<file path="src/rtl/sb_pkg.sv">
// rtl/sb_pkg.sv - transaction codes, scheduler state enum and pend-bit indices for the SB scheduler
package sb_pkg;

  localparam logic [2:0] TRANS_NONE   = 3'd0;
  localparam logic [2:0] TRANS_AT_CMD = 3'd2;
  localparam logic [2:0] TRANS_AT_RSP = 3'd3;
  localparam logic [2:0] TRANS_LT     = 3'd4;

  localparam logic [1:0] PEND_AT_CMD = 2'd0;
  localparam logic [1:0] PEND_AT_RSP = 2'd1;
  localparam logic [1:0] PEND_LT     = 2'd2;

  typedef enum logic [1:0] {
    S_IDLE,
    S_ISSUE,
    S_WAIT_SENT,
    S_GAP
  } sched_state_t;

  function automatic logic [2:0] pend_code(input logic [1:0] idx);
    case (idx)
      PEND_LT:     return TRANS_LT;
      PEND_AT_RSP: return TRANS_AT_RSP;
      default:     return TRANS_AT_CMD;
    endcase
  endfunction

endpackage

</file>
<file path="src/rtl/sb_rsp_timer.sv">
// rtl/sb_rsp_timer.sv - outstanding AT command flag and response timeout; retry counter under SB_SCHED_RETRY_EN
// done/retry/err are single-cycle event strobes; the scheduler registers them.
module sb_rsp_timer #(
  parameter int RSP_TIMEOUT = 4096,
  parameter int MAX_RETRY   = 2
) (
  input  logic clk,
  input  logic rst,
  input  logic start,
  input  logic rsp,
  input  logic clear,
  output logic outstanding,
  output logic done,
  output logic retry,
  output logic err
);

  localparam int TW = $clog2(RSP_TIMEOUT + 1);

  logic [TW-1:0] cnt;
  logic          expire;

  // A response arriving in the expiry cycle takes precedence over the timeout.
  assign done   = outstanding && !clear && rsp;
  assign expire = outstanding && !clear && !rsp && (cnt <= TW'(1));

`ifdef SB_SCHED_RETRY_EN
  logic [7:0] retry_cnt;

  assign retry = expire && (retry_cnt < 8'(MAX_RETRY));
  assign err   = expire && !retry;

  always_ff @(posedge clk) begin
    if (rst || clear || done || err) begin
      retry_cnt <= '0;
    end else if (retry) begin
      retry_cnt <= retry_cnt + 8'd1;
    end
  end
`else
  logic unused_max_retry;

  assign unused_max_retry = (MAX_RETRY != 0);
  assign retry = 1'b0;
  assign err   = expire;
`endif

  always_ff @(posedge clk) begin
    if (rst || clear) begin
      outstanding <= 1'b0;
      cnt         <= '0;
    end else if (start) begin
      outstanding <= 1'b1;
      cnt         <= TW'(RSP_TIMEOUT);
    end else if (done || expire) begin
      outstanding <= 1'b0;
      cnt         <= '0;
    end else if (outstanding) begin
      cnt <= cnt - TW'(1);
    end
  end

endmodule

</file>
<file path="src/rtl/sb_trans_scheduler.sv">
// rtl/sb_trans_scheduler.sv - fixed-priority SB transaction scheduler (LT > AT_RSP > AT_CMD)
// AT command retry on response timeout is enabled by SB_SCHED_RETRY_EN.
module sb_trans_scheduler
  import sb_pkg::*;
#(
  parameter int RSP_TIMEOUT = 4096,
  parameter int MAX_RETRY   = 2,
  parameter int GAP_CYCLES  = 2
) (
  input  logic       sb_clk,
  input  logic       rst,
  input  logic       lt_req,
  input  logic       at_rsp_req,
  input  logic       at_cmd_req,
  input  logic       at_rsp_rcvd,
  input  logic       trans_sent,
  input  logic       disconnected_s,
  output logic [2:0] trans_sel,
  output logic       lt_done,
  output logic       at_rsp_done,
  output logic       at_cmd_done,
  output logic       at_cmd_err,
  output logic [2:0] pend,
  output logic       busy
);

  sched_state_t state, state_n;
  logic [1:0]   cur, cur_n;
  logic [7:0]   gap_cnt, gap_n;
  logic [2:0]   reqs, avail, pend_n, sel_n;
  logic         lt_done_n, rsp_done_n, tmr_start;
  logic         outstanding, tmr_done, tmr_retry, tmr_err;

  assign reqs  = {lt_req, at_rsp_req, at_cmd_req};
  // Requests arriving this cycle are eligible immediately; AT_CMD waits while one is outstanding.
  assign avail = (pend | reqs) & {2'b11, !outstanding};
  assign busy  = (state != S_IDLE) || outstanding;

  sb_rsp_timer #(
    .RSP_TIMEOUT(RSP_TIMEOUT),
    .MAX_RETRY  (MAX_RETRY)
  ) u_rsp_timer (
    .clk        (sb_clk),
    .rst        (rst),
    .start      (tmr_start),
    .rsp        (at_rsp_rcvd),
    .clear      (disconnected_s),
    .outstanding(outstanding),
    .done       (tmr_done),
    .retry      (tmr_retry),
    .err        (tmr_err)
  );

  always_comb begin
    state_n    = state;
    cur_n      = cur;
    gap_n      = gap_cnt;
    pend_n     = pend | reqs;
    sel_n      = TRANS_NONE;
    lt_done_n  = 1'b0;
    rsp_done_n = 1'b0;
    tmr_start  = 1'b0;
    case (state)
      S_IDLE: begin
        if (!disconnected_s && (avail != 3'b000)) begin
          state_n = S_ISSUE;
          if (avail[PEND_LT])          cur_n = PEND_LT;
          else if (avail[PEND_AT_RSP]) cur_n = PEND_AT_RSP;
          else                         cur_n = PEND_AT_CMD;
        end
      end
      S_ISSUE: begin
        if (disconnected_s) begin
          state_n = S_IDLE;
        end else begin
          sel_n        = pend_code(cur);
          pend_n[cur]  = reqs[cur];
          state_n      = S_WAIT_SENT;
        end
      end
      S_WAIT_SENT: begin
        if (disconnected_s) begin
          pend_n[cur] = 1'b1;
          state_n     = S_IDLE;
        end else if (trans_sent) begin
          lt_done_n  = (cur == PEND_LT);
          rsp_done_n = (cur == PEND_AT_RSP);
          tmr_start  = (cur == PEND_AT_CMD);
          gap_n      = '0;
          state_n    = S_GAP;
        end
      end
      S_GAP: begin
        if (disconnected_s) begin
          pend_n[cur] = 1'b1;
          state_n     = S_IDLE;
        end else if (int'(gap_cnt) + 1 >= GAP_CYCLES) begin
          state_n = S_IDLE;
        end else begin
          gap_n = gap_cnt + 8'd1;
        end
      end
      default: state_n = S_IDLE;
    endcase
    // A retried or disconnect-abandoned command goes back into the queue.
    if (tmr_retry || (disconnected_s && outstanding)) begin
      pend_n[PEND_AT_CMD] = 1'b1;
    end
  end

  always_ff @(posedge sb_clk) begin
    if (rst) begin
      state       <= S_IDLE;
      cur         <= PEND_AT_CMD;
      gap_cnt     <= '0;
      pend        <= '0;
      trans_sel   <= TRANS_NONE;
      lt_done     <= 1'b0;
      at_rsp_done <= 1'b0;
      at_cmd_done <= 1'b0;
      at_cmd_err  <= 1'b0;
    end else begin
      state       <= state_n;
      cur         <= cur_n;
      gap_cnt     <= gap_n;
      pend        <= pend_n;
      trans_sel   <= sel_n;
      lt_done     <= lt_done_n;
      at_rsp_done <= rsp_done_n;
      at_cmd_done <= tmr_done;
      at_cmd_err  <= tmr_err;
    end
  end

endmodule

</file>
<file path="config.mk">
export PLATFORM = sky130hd
export DESIGN_NAME = sb_trans_scheduler
export DESIGN_NICKNAME = d
export VERILOG_FILES = /design/src/rtl/sb_pkg.sv /design/src/rtl/sb_rsp_timer.sv /design/src/rtl/sb_trans_scheduler.sv
export SDC_FILE = /design/constraint.sdc
export NUM_CORES = 1
export LEC_CHECK = 0
export ABC_AREA = 0
export CORE_MARGIN = 3
export CORE_UTILIZATION = 45
export DETAILED_ROUTE_END_ITERATION = 10
export PLACE_DENSITY = 0.68
export REMOVE_ABC_BUFFERS = 1
export SYNTH_ARGS = -nofsm -noshare
export SYNTH_HDL_FRONTEND = slang
export SYNTH_SLANG_ARGS = --single-unit
</file>
<file path="constraint.sdc">
create_clock -name sb_clk -period 2.19 [get_ports sb_clk]
set_input_delay 0.3285 -clock sb_clk [delete_from_list [all_inputs] [get_ports sb_clk]]
set_output_delay 0.3285 -clock sb_clk [all_outputs]
set_load 0.01 [all_outputs]
</file>
Yosys cells after proc, flatten, opt, wreduce, memory -nomap -nowiden
Index checks and enable logic that the tools add are counted.
{"block": "totals", "wordCells": 96, "output_inout_bits": 11, "regBits": 36}
{"block": "op_classes", "n_bitwise": 6, "muxes": 32, "n_addsub": 3, "eq_ne": 12, "order_cmp": 4, "n_reduce_logical": 27}
{"op": "13-bit 2-to-1 mux", "n": 3}
{"op": "8-bit 2-to-1 mux", "n": 4}
{"op": "8-bit case mux with 2 select lines", "n": 1}
{"op": "2-bit 2-to-1 mux", "n": 7}
{"op": "13-bit by 1-bit <= comparator with 1-bit output (second input constant)", "n": 1}
{"op": "13-bit by 1-bit subtractor with 13-bit output (second input constant)", "n": 1}
{"op": "3-bit case mux with 2 select lines", "n": 2}
{"op": "2-bit inequality test (second input constant)", "n": 5}
{"op": "8-bit by 1-bit adder with 9-bit output (second input constant)", "n": 1}
{"op": "9-bit by 2-bit greater-or-equal comparator with 1-bit output (second input constant)", "n": 1}
{"op": "1-bit 2-to-1 mux", "n": 9}
{"op": "8-bit by 1-bit adder with 8-bit output (second input constant)", "n": 1}
{"op": "2-bit case mux with 4 select lines", "n": 1}
{"op": "1-bit logical AND", "n": 7}
{"op": "2-bit == test (second input constant)", "n": 3}
{"op": "3-bit 2-to-1 mux", "n": 2}
{"op": "3-bit inequality test (second input constant)", "n": 2}
{"op": "3-bit bitwise OR", "n": 2}
{"op": "2-bit nonzero test", "n": 3}
{"op": "3-bit nonzero test", "n": 2}
{"op": "3-bit OR reduction", "n": 2}
{"op": "5-bit AND reduction", "n": 1}
{"op": "2-bit by 1-bit == test with 1-bit output (second input constant)", "n": 2}
{"op": "2-bit zero test", "n": 2}
{"op": "13 further kinds", "n": 19}

Depth between registers and ports, before layout
Gate-level depths: netlist (run 1).
{"block": "logic_depth", "ltp_word": 8, "ltp_mapped": 8}

By module
Synthesis (run 1) repeated with hierarchy kept, for this count alone.
{"block": "hier_totals", "cells_unflattened": 182, "area_unflattened_um2": 1665.3}
{"module": "sb_trans_scheduler", "cells_per_inst": 99, "instances": 1, "seq_area_each_um2": 440.4, "area_per_inst_um2": 918.4}
{"module": "sb_rsp_timer", "cells_per_inst": 83, "instances": 1, "seq_area_each_um2": 280.3, "area_per_inst_um2": 747.0}

Worst setup path before layout (run 1)
Ideal clock, no wire load.
{"block": "synth_timing", "kind": "register to register", "startpoint": "reg gap_cnt[1]", "endpoint": "reg gap_cnt[0]", "setup_time_ns": 0.130, "n_path_buf": 0, "path_stages_with_launch": 8, "required_time_ns": 2.060, "path_slack_ns": 0.480, "arrival_ns": 1.580, "cell_sequence": "dfxtp_1 -> inv_1 -> ha_1 -> nor4b_2 -> o2111ai_2 -> a221oi_2 -> or4b_1 -> o41ai_1"}
{"block": "synth_between", "elab_chain_len": 4}
{"element": "start: declaration", "line": "sb_trans_scheduler.sv:29", "rtl": "logic [7:0] gap_cnt, gap_n;"}
{"element": "start signal: assignment", "line": "sb_trans_scheduler.sv:125", "rtl": "gap_cnt <= gap_n;"}
{"element": "8-bit by 1-bit adder with 9-bit output", "line": "sb_trans_scheduler.sv:97", "rtl": "end else if (int'(gap_cnt) + 1 >= GAP_CYCLES) begin"}
{"element": "9-bit by 2-bit greater-or-equal comparator with 1-bit output", "line": "sb_trans_scheduler.sv:97"}
{"element": "2-bit inequality test (no source line)"}
{"element": "5-bit AND reduction (no source line)"}
Every way passes these cells.
A chain may end at the register's enable or synchronous reset.

Worst setup path in the final report (run 1)
{"block": "layout_timing", "startpoint": "reg u_rsp_timer.outstanding", "endpoint": "out busy"}
{"block": "layout_between", "elab_chain_len": 1}
{"element": "start: declaration", "line": "sb_rsp_timer.sv:12", "rtl": "output logic outstanding,"}
{"element": "start signal: assignment", "line": "sb_rsp_timer.sv:50", "rtl": "outstanding <= 1'b0;"}
{"element": "start signal: assignment", "line": "sb_rsp_timer.sv:53", "rtl": "outstanding <= 1'b1;"}
{"element": "start signal: assignment", "line": "sb_rsp_timer.sv:56", "rtl": "outstanding <= 1'b0;"}
{"element": "1-bit logical OR", "line": "sb_trans_scheduler.sv:37", "rtl": "assign busy = (state != S_IDLE) || outstanding;"}
{"element": "end: declaration", "line": "sb_trans_scheduler.sv:24", "rtl": "output logic busy"}
Every way passes these cells.

==> results.cfg, run 1 <==
[outcome]
status = complete, no violations

[timing]
fin_setup_tns_ns = 0
worst_slew_pin_slew_ns = 0.466
fmaxAchievable_ghz = 0.508
relative_slew_margins = 0.689
min_period_ns = 1.97
timing.final.crit_share = 0.899
setup_viol = 0
grt_setup_unrepaired = false
timing.final.max_slew_violations = 0
clock_skew_ns = 0.0110
hold_viol = 0

[cts]
hold_buffers = 0
cts_post_setup_buffers_inserted = 0
cts-htree-levels = 2
clock_sinks = 36
tritoncts = built
latest_clock_arrival_within_the_worst_skew_pair_ns = 0.29
cts_root_buf = clkbuf_8
clk_pin_slew_ns = 0.07
cts_buffer_depth = 2
cts-resized-gates = 0
cts-buffers-inserted = 5

[logic_synthesis]
synth_area_leader_cell = dfxtp_1
yosysSeqAreaShare = 0.436
netlist_area_mm2 = 0.00165
synth_commonest_cells = dfxtp_1, nor2_1, nand2_1
post-synth-top-count-cell = dfxtp_1
ys_types = 52
synth_edf_count = 0
synth_seq_cells = 36
avgSynthCellArea_um2 = 9.56
synthTopCellsByArea = dfxtp_1, nor2_1, nor3b_1
synth_top_cell_area_share = 0.436
postSynth.topFlopCell = dfxtp_1
synthCells = 173
proportion_of_synthesized_flip_flops_having_asynchronous_set_or_reset = 0
ys.warnings.count = 0

[global_routing]
global_route.overflow_total = 0
grt_first_pass_wirelength_um = 5840
grt_use_total = 0.174
number_of_global_route_vias_before_repair = 1290
antenna_violations_before_repair = 0
grt_max_degree = 13

[worst_hold_path]
hold_class = reg -> reg

[route]
wl_um = 3340
drt_drc_violations_left = 0
routed_via_density = 5.40
detail-route-antenna-nets = 0
wl_per_cell_um = 13.5
detailedRoute.firstIterationViolations = 95
dr_total_vias = 1335
drt_first_pass_iters = 4

[final_layout]
final_nets = 212
final_layout_size_suffix_gt1_frac = 0.184
layoutNonFillerInstCount = 247
fill_cells = 315
insertedDiodeCount = 0
flow.area_growth_from_synthesis_pct = 23.8

[die]
placementRows = 21
core-area_mm2 = 0.00344
ios = 19
die_area_mm2 = 0.00444
dieHeight_um = 66.6
initial_core_util = 0.481
die_w_um = 66.6

[critical_path]
critical_path_required_ns = 1.86
cpMaxStageDelayCell = clkdlybuf4s50_1
reg2reg_slack_ns = 0.25
cp_top_family = buffers and inverters
crit_path_cell_trace = or3_1 -> clkdlybuf4s50_1
biggest_fanout_along_the_worst_timing_path = 12
timing_worst_setup_path_type = reg -> out
cp.arrival_ns = 1.64
cp.buffers_inverters = 1
timing.critical_path.slowest_cell_delay_ns = 0.48
timing.critical_path.to_type = output port
worst_setup_path_start_kind = flop

[job]
max_cap_viol_count = 0

[placed_design]
gpl.final_weighted_congestion = 0.897
placed_cells_incl_taps = 239
dp_hpwl_um = 2580
numPortBuffers = 18

[power]
static-leakage-power_uw = 0.000738
power.ir.vdd_worst_mv = 0.418
totalPowerFinal_uw = 1410
pwr_density_cell_mw_per_mm2 = 687
==> sequential cells by signal, summed over array words and instances (netlist names) <==
signal                   flops
at_cmd_err                   1
at_cmd_done                  1
at_rsp_done                  1
trans_sel                    3
cur                          2
lt_done                      1
u_rsp_timer.outstanding      1
state                        2
gap_cnt                      8
u_rsp_timer.cnt             13
pend                         3
==> metal layers <==
metal	vias to the layer above	part of all wire	GRT usage
li1	672	-	-
met1	628	0.44	0.209
met2	27	0.48	0.285
met3	8	0.054	0.0540
met4	0	0.020	0.0711
met5	-	0	0
==> area by class of cell <==
| type | count | area, um2 | share of cell area |
|---|---|---|---|
| Timing Repair Buffer | 26 | 240 | 0.117 |
| Clock inverter | 1 | 30.0 | 0.0147 |
| Sequential cell | 36 | 721 | 0.352 |
| Inverter | 6 | 22.5 | 0.0110 |
| Multi-Input combinational cell | 125 | 880 | 0.430 |
| Clock buffer | 7 | 96.3 | 0.0471 |
| Tap cell | 46 | 57.6 | 0.0281 |
==> kinds of logic after synthesis <==
family | Yosys count | share of synthesized area
adders and majority gates | 4 | 0.0303
muxes | 1 | 0.00605
DFF | 36 | 0.436
AOI/OAI and AO/OA | 31 | 0.138
xor gates and xnor gates | 9 | 0.0477
and+or+nand+nor | 80 | 0.309
buffers and inverters | 12 | 0.0325
==> through the flow <==
stage	hold WS (ns)	utilization	setup slack, ns	cell area (um2)
2_1_floorplan	0.398	-	0.487	1620
5_1_grt	0.504	0.595	0.0499	2050
3_3_place_gp	0.475	0.558	0.262	1920
3_5_place_dp	0.484	0.558	0.179	1920
6_report	0.491	0.595	0.220	2050
4_1_cts	0.498	0.595	0.207	2050
==> worst reg2reg max path, stage by stage (launching register included) <==
cell and delay [ns]:
dfxtp_1 0.40, inv_1 0.08, ha_1 0.26, nor4b_2 0.30, o2111ai_2 0.18, a221oi_2 0.38
or4b_1 0.17, o41ai_1 0.06
==> layout by cell type (no fill, tap or decap), types with 2 or more instances in the layout <==
master and instances:
dfxtp_1 36, buf_4 8, nor4_1 4, a21oi_1 8, clkbuf_8 7, nor2_2 3
a211oi_1 2, nand2_1 10, inv_1 6, nor3_2 2, nor3b_1 7, nand2b_1 3
ha_1 4, a31oi_1 3, clkdlybuf4s50_1 18, nor4_2 3, a21o_1 2, xnor2_1 5
xor2_1 4, o21bai_1 2, nor3_1 2, nor2b_1 2, o21ai_0 5, nor2_1 26
o41ai_1 2
==> where the power goes <==
group	internal (uW)	switching (uW)	leakage (uW)
Combinational	52.5	49.0	0.000382
Clock	402	226	0.0000645
Sequential	664	12.6	0.000291
Total	1120	287	0.000738
==> path summary, 6_finish.rpt <==
path                                         startpoint    endpoint  depth (start not counted)
worst min-delay path                         gap_cnt[6]  gap_cnt[6]                          1
worst max-delay path            u_rsp_timer.outstanding        busy                          2
worst min register to register               gap_cnt[6]  gap_cnt[6]                          1
worst max register to register               gap_cnt[1]  gap_cnt[0]                          7
No activity file was read; power rests on OpenSTA's default activity.
==> run 2: changes to the inputs <==
--- a/config.mk
+++ b/config.mk
@@ -6,10 +6,10 @@
 export NUM_CORES = 1
 export LEC_CHECK = 0
 export ABC_AREA = 0
-export CORE_MARGIN = 3
 export CORE_UTILIZATION = 45
 export DETAILED_ROUTE_END_ITERATION = 10
-export PLACE_DENSITY = 0.68
+export DONT_BUFFER_PORTS = 1
+export PLACE_DENSITY = 0.62
 export REMOVE_ABC_BUFFERS = 1
 export SYNTH_ARGS = -nofsm -noshare
 export SYNTH_HDL_FRONTEND = slang
==> constraint.sdc (replaced) <==
create_clock -name sb_clk -period 2.19 [get_ports sb_clk]
set_input_delay 0.438 -clock sb_clk [delete_from_list [all_inputs] [get_ports sb_clk]]
set_output_delay 0.438 -clock sb_clk [all_outputs]
set_load 0.01 [all_outputs]
==> run 2 against run 1 <==
Against the previous run:
- hold slack worse by 0.34 ns
- register-to-register slack improved by 0.02 ns
- first-iteration DRC count is 12% lower
- sequential share of layout area rose by 6.0 points
- core utilization fell by 8.3 points
- routed wire length down 8.2%
- clock power shrank 40%
- sequential power hardly changed
- maximum frequency up 2.6%
- power decreased by 21%
- critical path type is now reg -> reg
- global-route usage decreased by 0.18 points
==> results.cfg, run 2 (synthesized netlist as in run 1, its figures left out) <==
[die]
placementRows = 21
core-area_mm2 = 0.00342
initial_core_util = 0.484
dieHeight_um = 62.6
die_w_um = 62.6
ios = 19
die_area_mm2 = 0.00392

[final_layout]
number_of_flip_flops_in_the_largest_register = 13
layout_commonest_cell = dfxtp_1
largest_registers = u_rsp_timer.cnt x13, gap_cnt x8
flow.area_growth_from_synthesis_pct = 5.75
insertedDiodeCount = 0
register_ranked_first_by_flip_flop_count = u_rsp_timer.cnt
layout_common_cells = dfxtp_1, nor2_1, nand2_1, a21oi_1, nor3b_1
final_nets = 187
post_route_design_area_mm2 = 0.00175
fill_cells = 332
final_layout_size_suffix_gt1_frac = 0.170
final_core_util = 0.512

[timing]
clock_skew_ns = 0.0154
worst_slew_pin_slew_ns = 0.537
fin_setup_tns_ns = 0
min_period_ns = 1.92
hold_viol = 0
grt_setup_unrepaired = false
timing.final.max_slew_violations = 0
timing.hold.ws_ns = 0.146
relative_slew_margins = 0.641
fmaxAchievable_ghz = 0.521
timing.final.crit_share = 0.876
setup_viol = 0
setup_slack_ns = 0.271

[route]
met3RoutedLength_um = 149
detail_route.wirelength.met1_um = 1350
dr_total_vias = 1265
detail-route-antenna-nets = 0
wl_um = 3070
detailedRoute.firstIterationViolations = 84
drt_drc_violations_left = 0
wl_per_cell_um = 13.8
routed_via_density = 5.70
highest-signal-layer = met4
drt_first_pass_iters = 4
route.met2.wl_um = 1520

[placed_design]
dpl-instance-area_mm2 = 0.00169
numPortBuffers = 0
placement_stage_worst_setup_slack_ns = 0.267
gpl.final_weighted_congestion = 0.802
dp_hpwl_um = 2220

[global_routing]
global_route.overflow_total = 0
grt_first_pass_wirelength_um = 5300
antenna_violations_before_repair = 0
grt_max_degree = 22
number_of_global_route_vias_before_repair = 1187
grt_use_total = 0.172

[worst_hold_path]
hold_class = in -> reg

[critical_path]
biggest_fanout_along_the_worst_timing_path = 4
timing.critical_path.to_type = flop
cp.arrival_ns = 2.16
worst_setup_path_start_kind = flop
critical_path_required_ns = 2.43
timing_worst_setup_path_type = reg -> reg

[power]
power.ir.vdd_worst_mv = 0.279
static-leakage-power_uw = 0.000612
pwr_density_cell_mw_per_mm2 = 634

[cts]
cts_root_buf = clkbuf_4
clk_pin_slew_ns = 0.12
cts_buffer_depth = 2
latest_clock_arrival_within_the_worst_skew_pair_ns = 0.35
tritoncts = built
cts-htree-levels = 2
cts-resized-gates = 0
cts_post_setup_buffers_inserted = 0
clock_sinks = 36
cts-buffers-inserted = 5
hold_buffers = 0

[outcome]
status = complete, no violations

[job]
max_cap_viol_count = 0
-- run 2: path summary, 6_finish.rpt --
check / from / slack [ns] / to / cells past startpoint
min reg2reg: gap_cnt[7] / 0.49 / gap_cnt[7] / 1
max: gap_cnt[1] / 0.27 / gap_cnt[0] / 7
max reg2reg: gap_cnt[1] / 0.27 / gap_cnt[0] / 7
min: rst / 0.15 / pend[0] / 1
-- run 2: routing by layer --
layer  vias to the layer above  global-route usage
met2                        29               0.298
met5                         -                   0
met3                         7              0.0493
met4                         0              0.0698
met1                       605               0.197
li1                        624                   -
-- run 2: report_power, final --
part | internal [uW] | switching [uW]
clock | 153 | 224
combinational | 22.5 | 30.4
sequential | 664 | 15.0
-- run 2: final cells by class --
cell class / instances / area, um2 / share of cell area
repair buffers: 1 / 7.51 / 0.00429
multi-input cells: 125 / 880 / 0.503
inverters: 6 / 22.5 / 0.0129
well taps: 46 / 57.6 / 0.0329
clock buffers: 6 / 51.3 / 0.0293
clock inverters: 2 / 10.0 / 0.00572
flip-flops and latches: 36 / 721 / 0.412
-- run 2: critical path, cell delays in order, from the launching register on --
cell       delay, ns
dfxtp_1         0.38
inv_1           0.07
ha_1            0.27
nor4b_2         0.28
o2111ai_2       0.19
a221oi_2        0.41
or4b_1          0.17
o41ai_1         0.05
-- run 2: metrics by stage --
step / instances / power [uW]
6_report: 222 / 1110
5_1_grt: 222 / 1160
3_5_place_dp: 214 / 746
3_3_place_gp: 214 / 745
4_1_cts: 222 / 1120
2_1_floorplan: 167 / 735
